$ cat src/rtl/keypad_pkg.sv
// Shared types and constants for the keypad scanner: FSM states, idle/column codes, defaults.
package keypad_pkg;

  typedef enum logic [1:0] {
    StScan,
    StDebounce,
    StPressed,
    StRelease
  } kp_state_e;

  localparam logic [3:0] KP_IDLE = 4'hF;
  localparam logic [3:0] KP_COL0 = 4'b1110;

  localparam int unsigned COL_CYCLES_DEF = 1000;
  localparam int unsigned DEB_CYCLES_DEF = 50000;

  // More than one active-low row means several keys are down at once.
  function automatic logic multi_zero(input logic [3:0] v);
    return ($countones(~v) > 1);
  endfunction

endpackage

$ cat src/rtl/sync2.sv
// Two-flop synchronizer for the raw keypad rows; resets to the idle (all-high) pattern.
module sync2
  import keypad_pkg::*;
(
  input  logic       clk,
  input  logic       reset_n,
  input  logic [3:0] d,
  output logic [3:0] q
);

  logic [3:0] meta_q;

  always_ff @(posedge clk or negedge reset_n) begin
    if (!reset_n) begin
      meta_q <= KP_IDLE;
      q      <= KP_IDLE;
    end else begin
      meta_q <= d;
      q      <= meta_q;
    end
  end

endmodule

$ cat src/rtl/keypad_scan.sv
// 4x4 keypad column scanner with press/release debounce and registered outputs.
// Optional multi-key rejection is enabled by defining KEYPAD_SCAN_GHOST_REJECT_EN.
module keypad_scan
  import keypad_pkg::*;
#(
  parameter int unsigned COL_CYCLES = COL_CYCLES_DEF,
  parameter int unsigned DEB_CYCLES = DEB_CYCLES_DEF
) (
  input  logic       clk,
  input  logic       reset_n,
  input  logic [3:0] kpr_raw,
  output logic [3:0] kpc,
  output logic [3:0] kpr,
  output logic       key_valid,
  output logic       key_press
);

  localparam int unsigned ColW = $clog2(COL_CYCLES);
  localparam int unsigned DebW = $clog2(DEB_CYCLES);
  localparam logic [ColW-1:0] ColLast = ColW'(COL_CYCLES - 1);
  localparam logic [DebW-1:0] DebLast = DebW'(DEB_CYCLES - 1);

  kp_state_e       state;
  logic [ColW-1:0] col_cnt;
  logic [DebW-1:0] deb_cnt;
  logic [3:0]      cap_r;
  logic [3:0]      ks;
  logic [3:0]      ks_f;
  logic [3:0]      next_col;

  sync2 u_sync2 (
    .clk     (clk),
    .reset_n (reset_n),
    .d       (kpr_raw),
    .q       (ks)
  );

`ifdef KEYPAD_SCAN_GHOST_REJECT_EN
  assign ks_f = multi_zero(ks) ? KP_IDLE : ks;
`else
  assign ks_f = ks;
`endif

  assign next_col = {kpc[2:0], kpc[3]};

  always_ff @(posedge clk or negedge reset_n) begin
    if (!reset_n) begin
      state     <= StScan;
      kpc       <= KP_COL0;
      kpr       <= KP_IDLE;
      key_valid <= 1'b0;
      key_press <= 1'b0;
      col_cnt   <= '0;
      deb_cnt   <= '0;
      cap_r     <= KP_IDLE;
    end else begin
      key_press <= 1'b0;
      unique case (state)
        StScan: begin
          if (col_cnt == ColLast) begin
            col_cnt <= '0;
            // Rows are only looked at once the column has settled through the synchronizer.
            if (ks_f != KP_IDLE) begin
              cap_r   <= ks_f;
              deb_cnt <= '0;
              state   <= StDebounce;
            end else begin
              kpc <= next_col;
            end
          end else begin
            col_cnt <= col_cnt + ColW'(1);
          end
        end

        StDebounce: begin
          if (ks_f != cap_r) begin
            state   <= StScan;
            kpc     <= next_col;
            col_cnt <= '0;
            deb_cnt <= '0;
          end else if (deb_cnt == DebLast) begin
            state     <= StPressed;
            deb_cnt   <= '0;
            kpr       <= cap_r;
            key_valid <= 1'b1;
            key_press <= 1'b1;
          end else begin
            deb_cnt <= deb_cnt + DebW'(1);
          end
        end

        StPressed: begin
          // Only a full release matters here; a different key pattern is ignored.
          if (ks == KP_IDLE) begin
            state   <= StRelease;
            deb_cnt <= '0;
          end
        end

        StRelease: begin
          if (ks_f != KP_IDLE) begin
            state   <= StPressed;
            deb_cnt <= '0;
          end else if (deb_cnt == DebLast) begin
            state     <= StScan;
            kpc       <= next_col;
            col_cnt   <= '0;
            deb_cnt   <= '0;
            kpr       <= KP_IDLE;
            key_valid <= 1'b0;
          end else begin
            deb_cnt <= deb_cnt + DebW'(1);
          end
        end

        default: state <= StScan;
      endcase
    end
  end

endmodule
$ cat config.mk
export PLATFORM = sky130hd
export DESIGN_NAME = keypad_scan
export DESIGN_NICKNAME = d
export VERILOG_FILES = /design/src/rtl/keypad_pkg.sv /design/src/rtl/sync2.sv /design/src/rtl/keypad_scan.sv
export SDC_FILE = /design/constraint.sdc
export NUM_CORES = 1
export LEC_CHECK = 0
export CAP_MARGIN = 20
export CORE_MARGIN = 4
export CORE_UTILIZATION = 58
export CTS_BUF_LIST = sky130_fd_sc_hd__clkbuf_4 sky130_fd_sc_hd__clkbuf_8 sky130_fd_sc_hd__clkbuf_16
export CTS_CLUSTER_DIAMETER = 30
export CTS_CLUSTER_SIZE = 10
export DETAILED_ROUTE_END_ITERATION = 10
export PLACE_DENSITY = 0.89
export SYNTH_ARGS = -nofsm -noshare
export SYNTH_HDL_FRONTEND = slang
export SYNTH_SLANG_ARGS = --single-unit
$ cat constraint.sdc
create_clock -name clk -period 2.49 [get_ports clk]
set_input_delay 0.249 -clock clk [delete_from_list [all_inputs] [get_ports clk]]
set_output_delay 0.249 -clock clk [all_outputs]
set_load 0.005 [all_outputs]
==> impl_metrics.toml, run 1 <==
[global_route]
grt_usage_pct = 18.7
antenna_found_initial = 0
gr-total-overflow = 0
grt_pass1_vias = 1777
grt_max_degree = 23
grt_pass1_wl_mm = 7.81

[worst_setup_path]
cp-start-kind = "flip-flop"
cp_slowest_cell = "or4b_1"
worstSetupEndpointType = "flip-flop"
cp_top_family = "simple AND/OR/NAND/NOR gates"
crit_buf_inv = 0
path_cells = "or4b_1 -> or4_4 -> nand4b_4 -> o21ai_0"
worstPathRequired_ns = 2.66
criticalPathCategory = "reg -> reg"
worstPathArrival_ns = 2.34
cpPeakStageDelay_ns = 0.60
cp_max_fo = 17

[synthesis]
synth-simple-area-share_pct = 19.5
ys_async_sr_fraction_pct = 100
ys_seq_area_share_pct = 51.1
postSynthCellCount = 233
synth_compound_area_share_pct = 12.6
ys.flop_type = "dfrtp_1"
synth_seq_cells = 50
synth.area.mux_share_pct = 6.42
synthXorXnorAreaFrac_pct = 6.32
yosys.area_share.adder_pct = 1.00
syn_nets = 241
syn_avg_cell_area_um2 = 10.7
synth-edff-count = 0
syn_area_um2 = 2490
synth_top_family_by_area = "simple AND/OR/NAND/NOR gates"
ys_warn_count = 0
yosysUniqueCellTypes = 44

[floorplan]
die_h_um = 73.6
core_um2 = 4090
fp.dieArea_um2 = 5410
initial_core_util_pct = 61.0
io_pins = 16
rows = 23
die_x_um = 73.6

[final_layout]
area_growth_pct = 12.1
fin_nets = 262
antennaDiodeCount = 0
drive_above_1_share_pct = 21.6
final_core_util_pct = 68.4

[routing]
wirelength_mm = 4.41
drt_iter0_markers = 119
vias = 1789
ant_nets = 0
drc = 0
wl_per_cell_um = 14.5
firstDrtPassIters = 5
avgViaCountPerCell = 5.87

[flow_run]
drv_cap = 0

[cts]
clockRootBuffer = "clkbuf_8"
clk_pin_slew_ns = 0.09
clock_latency_ns = 0.30
htree_levels = 2
cts_buffer_depth = 2
cts_tree = "done"
cts_made_buffers = 5
numClockSinks = 50

[timing]
max-slew-margin-rel_pct = 29.5
hold_viol = 0
timing.final.crit_share_pct = 87.0
setup_tns_ns = 0
setup_violations = 0
rsz0062_at_grt = "no"
setup_ws_ns = 0.323
report.final.slew_viol_count = 0
fin_crit_ns = 2.17
holdWs_ns = 0.340
max_freq_mhz = 461
clock-skew-final_ns = 0.00682
tightest_slew_ns = 1.06

[pwr]
power_w = 0.00134
leakage_nw = 1.14
peakVddDrop_v = 0.000340
power_density_nw_per_um2 = 479

[status]
status = "finished clean"

[place]
dp_hpwl_mm = 3.26
io_buffers = 15
gp_congestion = 0.802
pre_cts_ws_ns = 0.305

[min_path]
hold_path.class = "in -> reg"
final timing paths:
check | from | endpoint | slack, ns | cells after the start
max in group asynchronous | reset_n | kpr[2] | 1.52 | 3
max reg2reg | deb_cnt[4] | deb_cnt[6] | 0.32 | 4
min in group asynchronous | reset_n | deb_cnt[1] | 0.35 | 2
min | kpr_raw[3] | u_sync2.meta_q[3] | 0.34 | 1
max | deb_cnt[4] | deb_cnt[6] | 0.32 | 4
min reg2reg | u_sync2.meta_q[1] | u_sync2.q[1] | 0.36 | 0
metrics by stage:
stage | std cells | cell area (um2)
after floorplan | 233 | 2490
after global placement | 296 | 2690
after detailed placement | 296 | 2690
after CTS | 305 | 2800
after global routing | 305 | 2800
final | 305 | 2800
metal layers:
metal,share of wire [%],track usage [%]
met1,44,23.2
met2,51,32.0
met3,4.2,4.24
met4,1.5,6.64
met5,0,0
where the power goes:
| group | internal [W] | switching, W |
|---|---|---|
| Sequential | 0.000824 | 0.00000495 |
| Combinational | 0.0000125 | 0.0000199 |
| Clock | 0.000215 | 0.000263 |
timing repair:
item / CTS / global route
buffers inserted: 0 / 0
gates resized for setup: 0 / 0
hold buffers: 1 / 0
endpoints found under the hold margin: 9 / 0
flip-flops by register name, indices dropped and copies added (netlist names):
signal	flops
state	2
u_sync2.meta_q	4
kpc	4
key_valid	1
u_sync2.q	4
cap_r	4
key_press	1
deb_cnt	16
col_cnt	10
kpr	4
kinds of logic after synthesis:
| group | after synthesis |
|---|---|
| AND/OR/NAND/NOR | 89 |
| flip-flops | 50 |
| AO/OA/AOI/OAI | 43 |
| XOR/XNOR | 18 |
| buffers and inverters | 16 |
| multiplexers | 15 |
| adder cells (fa/ha/maj) | 2 |
cells in the mapped netlist (2+ instances only):
library cell | instances | share of area [%]
a21oi_1 | 3 | 0.60
nor3_1 | 4 | 0.80
inv_1 | 10 | 1.5
xor2_1 | 7 | 2.5
nor4_1 | 3 | 0.75
xnor2_1 | 11 | 3.9
o21ai_0 | 12 | 2.4
dfrtp_1 | 31 | 31
a31oi_1 | 7 | 1.8
mux2i_1 | 7 | 2.8
ha_1 | 2 | 1.0
nand2_1 | 34 | 5.1
o21ai_2 | 9 | 3.2
or3_1 | 2 | 0.50
and2_1 | 3 | 0.75
a41oi_1 | 2 | 0.70
and4_1 | 3 | 1.1
mux2_1 | 4 | 1.8
nand3_1 | 7 | 1.4
clkbuf_1 | 4 | 0.60
nand4_1 | 7 | 1.8
and3_1 | 3 | 0.75
nor2_1 | 15 | 2.3
dfstp_2 | 19 | 20
mux2_2 | 4 | 1.8
o22ai_1 | 2 | 0.50
layout by cell type, fill, tap and decap left out, types with 2 or more instances in the layout:
cell	n
nand3_1	7
buf_4	4
nor4_1	3
or3_1	2
and2_1	3
nor3_1	4
nand2_1	34
o21ai_2	9
mux2_1	4
nand4_1	7
nor2_1	15
xor2_1	7
dfstp_2	19
mux2_2	4
a31oi_1	7
o22ai_1	2
inv_1	10
ha_1	2
xnor2_1	11
and4_1	3
dfrtp_1	31
and3_1	3
clkbuf_8	5
mux2i_1	7
a21oi_1	3
o21ai_0	12
a41oi_1	2
clkdlybuf4s50_1	14
final cells by class:
type / count / area [um2]
clock buffers: 6 / 76.3
repair buffers: 20 / 185
multi-input cells: 167 / 1140
well taps: 50 / 62.6
flip-flops and latches: 50 / 1270
fillers: 295 / 1290
inverters: 10 / 37.5
clock inverters: 2 / 17.5
No activity file was read; power rests on OpenSTA's default activity.
==> run 2: changes to the inputs <==
CORE_UTILIZATION = 61   (was 58)
CTS_BUF_LIST = sky130_fd_sc_hd__clkbuf_4   (was sky130_fd_sc_hd__clkbuf_4 sky130_fd_sc_hd__clkbuf_8 sky130_fd_sc_hd__clkbuf_16)
PLACE_DENSITY = 0.93   (was 0.89)
==> impl_metrics.toml, run 2 (synthesis gave the netlist of run 1 again) <==
[cts]
numClockSinks = 50
cts_buffer_depth = 2
clk_pin_slew_ns = 0.15
hold_buffers = 0
clock_latency_ns = 0.37
cts_tree = "done"
htree_levels = 2
clockRootBuffer = "clkbuf_4"
postCtsSetupBuffers = 0
cts_made_buffers = 5
cts.repair.resized = 0

[worst_setup_path]
worstSetupEndpointType = "flip-flop"
reg2reg_depth = 4
cp_max_fo = 17
crit_start = "deb_cnt[11]"
worstPathArrival_ns = 2.44
r2r_end = "deb_cnt[4]"
r2r_start = "deb_cnt[11]"
reg2reg_setup_slack_ns = 0.27
cp-start-kind = "flip-flop"
criticalPathCategory = "reg -> reg"
crit_end = "deb_cnt[4]"
worstPathRequired_ns = 2.72

[pwr]
peakVddDrop_v = 0.000512
netSwitchingPower_w = 0.000288
power_w = 0.00134
comb_power_share_pct = 2.3
power_density_nw_per_um2 = 482
swShare_pct = 21.5
clockPowerShare_pct = 35.6
p_seq_share_pct = 62.0
power.internal_w = 0.00105
leakage_nw = 1.13

[final_layout]
final_cell_mix = "34 x nand2_1, 31 x dfrtp_1, 19 x dfstp_2"
antennaDiodeCount = 0
fin_nets = 261
largestRegisters = "deb_cnt: 16 flops, col_cnt: 10 flops"
area_growth_pct = 11.4
final_common_cell = "nand2_1"
regMostFlops = "deb_cnt"
stdcell_count = 302
final_cell_area_um2 = 2780
largest_reg_flops = 16
drive_above_1_share_pct = 21.7

[floorplan]
die_x_um = 71.9
rows = 22
fp.dieArea_um2 = 5170
initial_core_util_pct = 65.6
io_pins = 16
die_h_um = 71.9
core_um2 = 3800

[place]
place_area_um2 = 2680
pre_cts_ws_ns = 0.257
gp_congestion = 0.799
io_buffers = 15
dp_hpwl_mm = 3.62
dp_cells = 293

[status]
status = "complete, but fails checks"
violations = "hold timing"

[global_route]
grt_pass1_vias = 1896
antenna_found_initial = 0
grt_usage_pct = 21.5
grt_max_degree = 46
grt_pass1_wl_mm = 8.78
gr-total-overflow = 0

[routing]
routed.top_layer = "met4"
drt_iter0_markers = 194
avgViaCountPerCell = 6.07
wl_per_cell_um = 16.8
dr_wl_met2_mm = 2.68
firstDrtPassIters = 4
vias = 1833
dr_wl_met3_um = 220
wl_met1_mm = 2.09
wirelength_mm = 5.07
ant_nets = 0
drc = 0

[timing]
setup_tns_ns = 0
max_freq_mhz = 451
setup_violations = 0
tightest_slew_ns = 0.949
report.final.slew_viol_count = 0
holdWs_ns = -0.00777
rsz0062_at_grt = "no"
hold_viol = 3
timing.final.crit_share_pct = 89.0
clock-skew-final_ns = 0.0137
max-slew-margin-rel_pct = 36.7
fin_crit_ns = 2.22
setup_ws_ns = 0.275

[flow_run]
drv_cap = 0

[min_path]
hold_path.class = "in -> async"
run 2: changes by cell type in the layout (fill, tap and decap cells not counted), sizes merged:
cell / before / now
dlygate4sd3: 1 / 0
bufinv: 0 / 1
buf: 5 / 4
run 2: final cells by class:
cell class	instances	area, um2
repair buffers	19	181
multi-input cells	167	1140
flip-flops and latches	50	1270
clock inverters	3	43.8
fillers	262	1020
clock buffers	5	37.5
well taps	48	60.1
inverters	10	37.5
run 2: layer usage:
| layer | up-vias | GRT usage [%] |
|---|---|---|
| met2 | 48 | 36.4 |
| met3 | 10 | 4.29 |
| met5 | - | 0 |
| met4 | 0 | 6.68 |
| li1 | 871 | - |
| met1 | 904 | 28.0 |
run 2: stage by stage:
step | util, % | hold slack [ns]
floorplan | - | -0.0466
global placement | 70.6 | 0.347
detailed placement | 70.6 | 0.347
CTS | 72.8 | 0.0235
global route | 73.1 | 0.0583
finish | 73.1 | -0.00777
run 2: worst min path at each step:
stage | start | endpoint | slack, ns | depth (start not counted)
global placement | u_sync2.meta_q[1] | u_sync2.q[1] | 0.35 | 0
CTS | reset_n | key_press | 0.02 | 1
detailed placement | u_sync2.meta_q[1] | u_sync2.q[1] | 0.35 | 0
floorplan | reset_n | col_cnt[0] | -0.05 | 0
global route | reset_n | col_cnt[7] | 0.06 | 1
finish | reset_n | key_valid | -0.008 | 1
run 2: critical path: stages (launching register included):
cell,delay [ns]
dfrtp_1,0.47
or4b_4,0.58
or4_4,0.56
nand4b_4,0.28
o21ai_0,0.19
run 2: power by group through the flow:
stage | logic [W] | registers [W] | clock network [W]
floorplan | 0.00000620 | 0.000843 | 0
detailed placement | 0.0000325 | 0.000844 | 0
global route | 0.0000360 | 0.000831 | 0.000527
finish | 0.0000312 | 0.000830 | 0.000477
CTS | 0.0000324 | 0.000830 | 0.000488
global placement | 0.0000313 | 0.000843 | 0
==> run 3: changes to the inputs <==
HOLD_SLACK_MARGIN = 0.1   (was unset)
clock period = 2.5 ns   (was 2.49 ns; I/O delays follow)
==> impl_metrics.toml, run 3 (synthesis gave the netlist of run 1 again) <==
[timing]
hold_viol = 0
max_freq_mhz = 447
timing.final.crit_share_pct = 89.4
clock-skew-final_ns = 0.00399
setup_tns_ns = 0
tightest_slew_ns = 1.09
fin_crit_ns = 2.24
report.final.slew_viol_count = 0
rsz0062_at_grt = "no"
setup_violations = 0
max-slew-margin-rel_pct = 27.5

[place]
gp_congestion = 0.799
io_buffers = 15
dp_hpwl_mm = 3.59
place_area_um2 = 2680
dp_cells = 293

[flow_run]
drv_cap = 0

[floorplan]
initial_core_util_pct = 65.6
die_x_um = 71.9
die_h_um = 71.9
rows = 22
fp.dieArea_um2 = 5170
core_um2 = 3800
io_pins = 16

[cts]
cts_made_buffers = 5
numClockSinks = 50
hold_buffers = 1
clk_pin_slew_ns = 0.14
cts.repair.resized = 0
cts_tree = "done"
clockRootBuffer = "clkbuf_4"
cts_buffer_depth = 2
htree_levels = 2
postCtsSetupBuffers = 0
clock_latency_ns = 0.35

[routing]
avgViaCountPerCell = 6.05
wirelength_mm = 5.02
wl_per_cell_um = 16.6
firstDrtPassIters = 4
ant_nets = 0
drc = 0
vias = 1828
drt_iter0_markers = 140

[worst_setup_path]
worstSetupEndpointType = "flip-flop"
r2r_start = "col_cnt[0]"
cp_max_fo = 17
r2r_end = "deb_cnt[7]"
criticalPathCategory = "reg -> reg"
cp-start-kind = "flip-flop"
worstPathRequired_ns = 2.77
reg2reg_depth = 6
worstPathArrival_ns = 2.51
reg2reg_setup_slack_ns = 0.26

[global_route]
gr-total-overflow = 0
grt_usage_pct = 22.1
antenna_found_initial = 0
grt_max_degree = 46
grt_pass1_vias = 1908
grt_pass1_wl_mm = 9.05

[pwr]
leakage_nw = 1.13
power_density_nw_per_um2 = 473
peakVddDrop_v = 0.000377

[final_layout]
drive_above_1_share_pct = 21.3
largestRegisters = "deb_cnt: 16 flops, col_cnt: 10 flops"
antennaDiodeCount = 0
largest_reg_flops = 16
area_growth_pct = 11.1
final_cell_mix = "34 x nand2_1, 31 x dfrtp_1, 19 x dfstp_2"
stdcell_count = 302
final_cell_area_um2 = 2770
regMostFlops = "deb_cnt"
fin_nets = 261
final_common_cell = "nand2_1"
fillers = 257

[min_path]
min_to = "u_sync2.meta_q[3]"
hold_path.class = "in -> reg"
min_path_cells = 1
min_from = "kpr_raw[3]"

[status]
status = "finished clean"
## run 3: cell count changes in the layout (fill, tap and decap cells not counted), sizes merged
cell,before,now
clkinv,1,2
dlygate4sd3,0,1
inv,11,10
clkbuf,6,5
## run 3: worst max-delay path, stage by stage, from the launching register on
cell,delay [ns]
dfrtp_1,0.44
ha_1,0.25
nand3_1,0.16
nor3_2,0.12
a211oi_2,0.89
nand2_1,0.14
o21ai_0,0.13
## run 3: power by group
part	internal (W)	leakage [nW]	switching, W	total, W
Sequential	0.000822	0.616	0.00000515	0.000827
Combinational	0.0000124	0.469	0.0000201	0.0000325
Clock	0.000208	0.0450	0.000243	0.000451
Total	0.00104	1.13	0.000269	0.00131
## run 3: per-layer routing
layer	vias to the layer above	track usage [%]	wire, um
met5	-	0	0
met4	0	4.38	51
met3	8	4.02	153
met2	36	38.7	2580
met1	913	28.8	2240
li1	871	-	-
## run 3: worst max path at each step
stage | from | to | slack, ns | cells after the start
final | col_cnt[0] | deb_cnt[7] | 0.26 | 6
after detailed placement | u_sync2.q[2] | deb_cnt[2] | 0.28 | 5
after CTS | col_cnt[0] | deb_cnt[2] | 0.27 | 6
after global routing | col_cnt[0] | deb_cnt[1] | 0.09 | 6
after global placement | deb_cnt[11] | deb_cnt[15] | 0.38 | 4
after floorplan | deb_cnt[11] | state[0] | 0.51 | 5
## run 3: layout make-up
| class | count | area [um2] | share of cell area, % |
|---|---|---|---|
| multi-input cells | 167 | 1140 | 41.2 |
| well taps | 48 | 60.1 | 2.17 |
| inverters | 10 | 37.5 | 1.36 |
| clock inverters | 3 | 40.0 | 1.45 |
| clock buffers | 5 | 37.5 | 1.36 |
| repair buffers | 19 | 178 | 6.41 |
| flip-flops and latches | 50 | 1270 | 46.0 |
## run 3: metrics by stage
step | setup WS, ns | hold WS [ns] | util [%] | power [W]
after global placement | 0.382 | 0.347 | 70.6 | 0.000871
after CTS | 0.272 | 0.275 | 72.9 | 0.00132
after detailed placement | 0.281 | 0.350 | 70.6 | 0.000873
after floorplan | 0.512 | -0.0456 | - | 0.000846
after global routing | 0.0936 | 0.239 | 72.9 | 0.00137
final | 0.265 | 0.282 | 72.9 | 0.00131
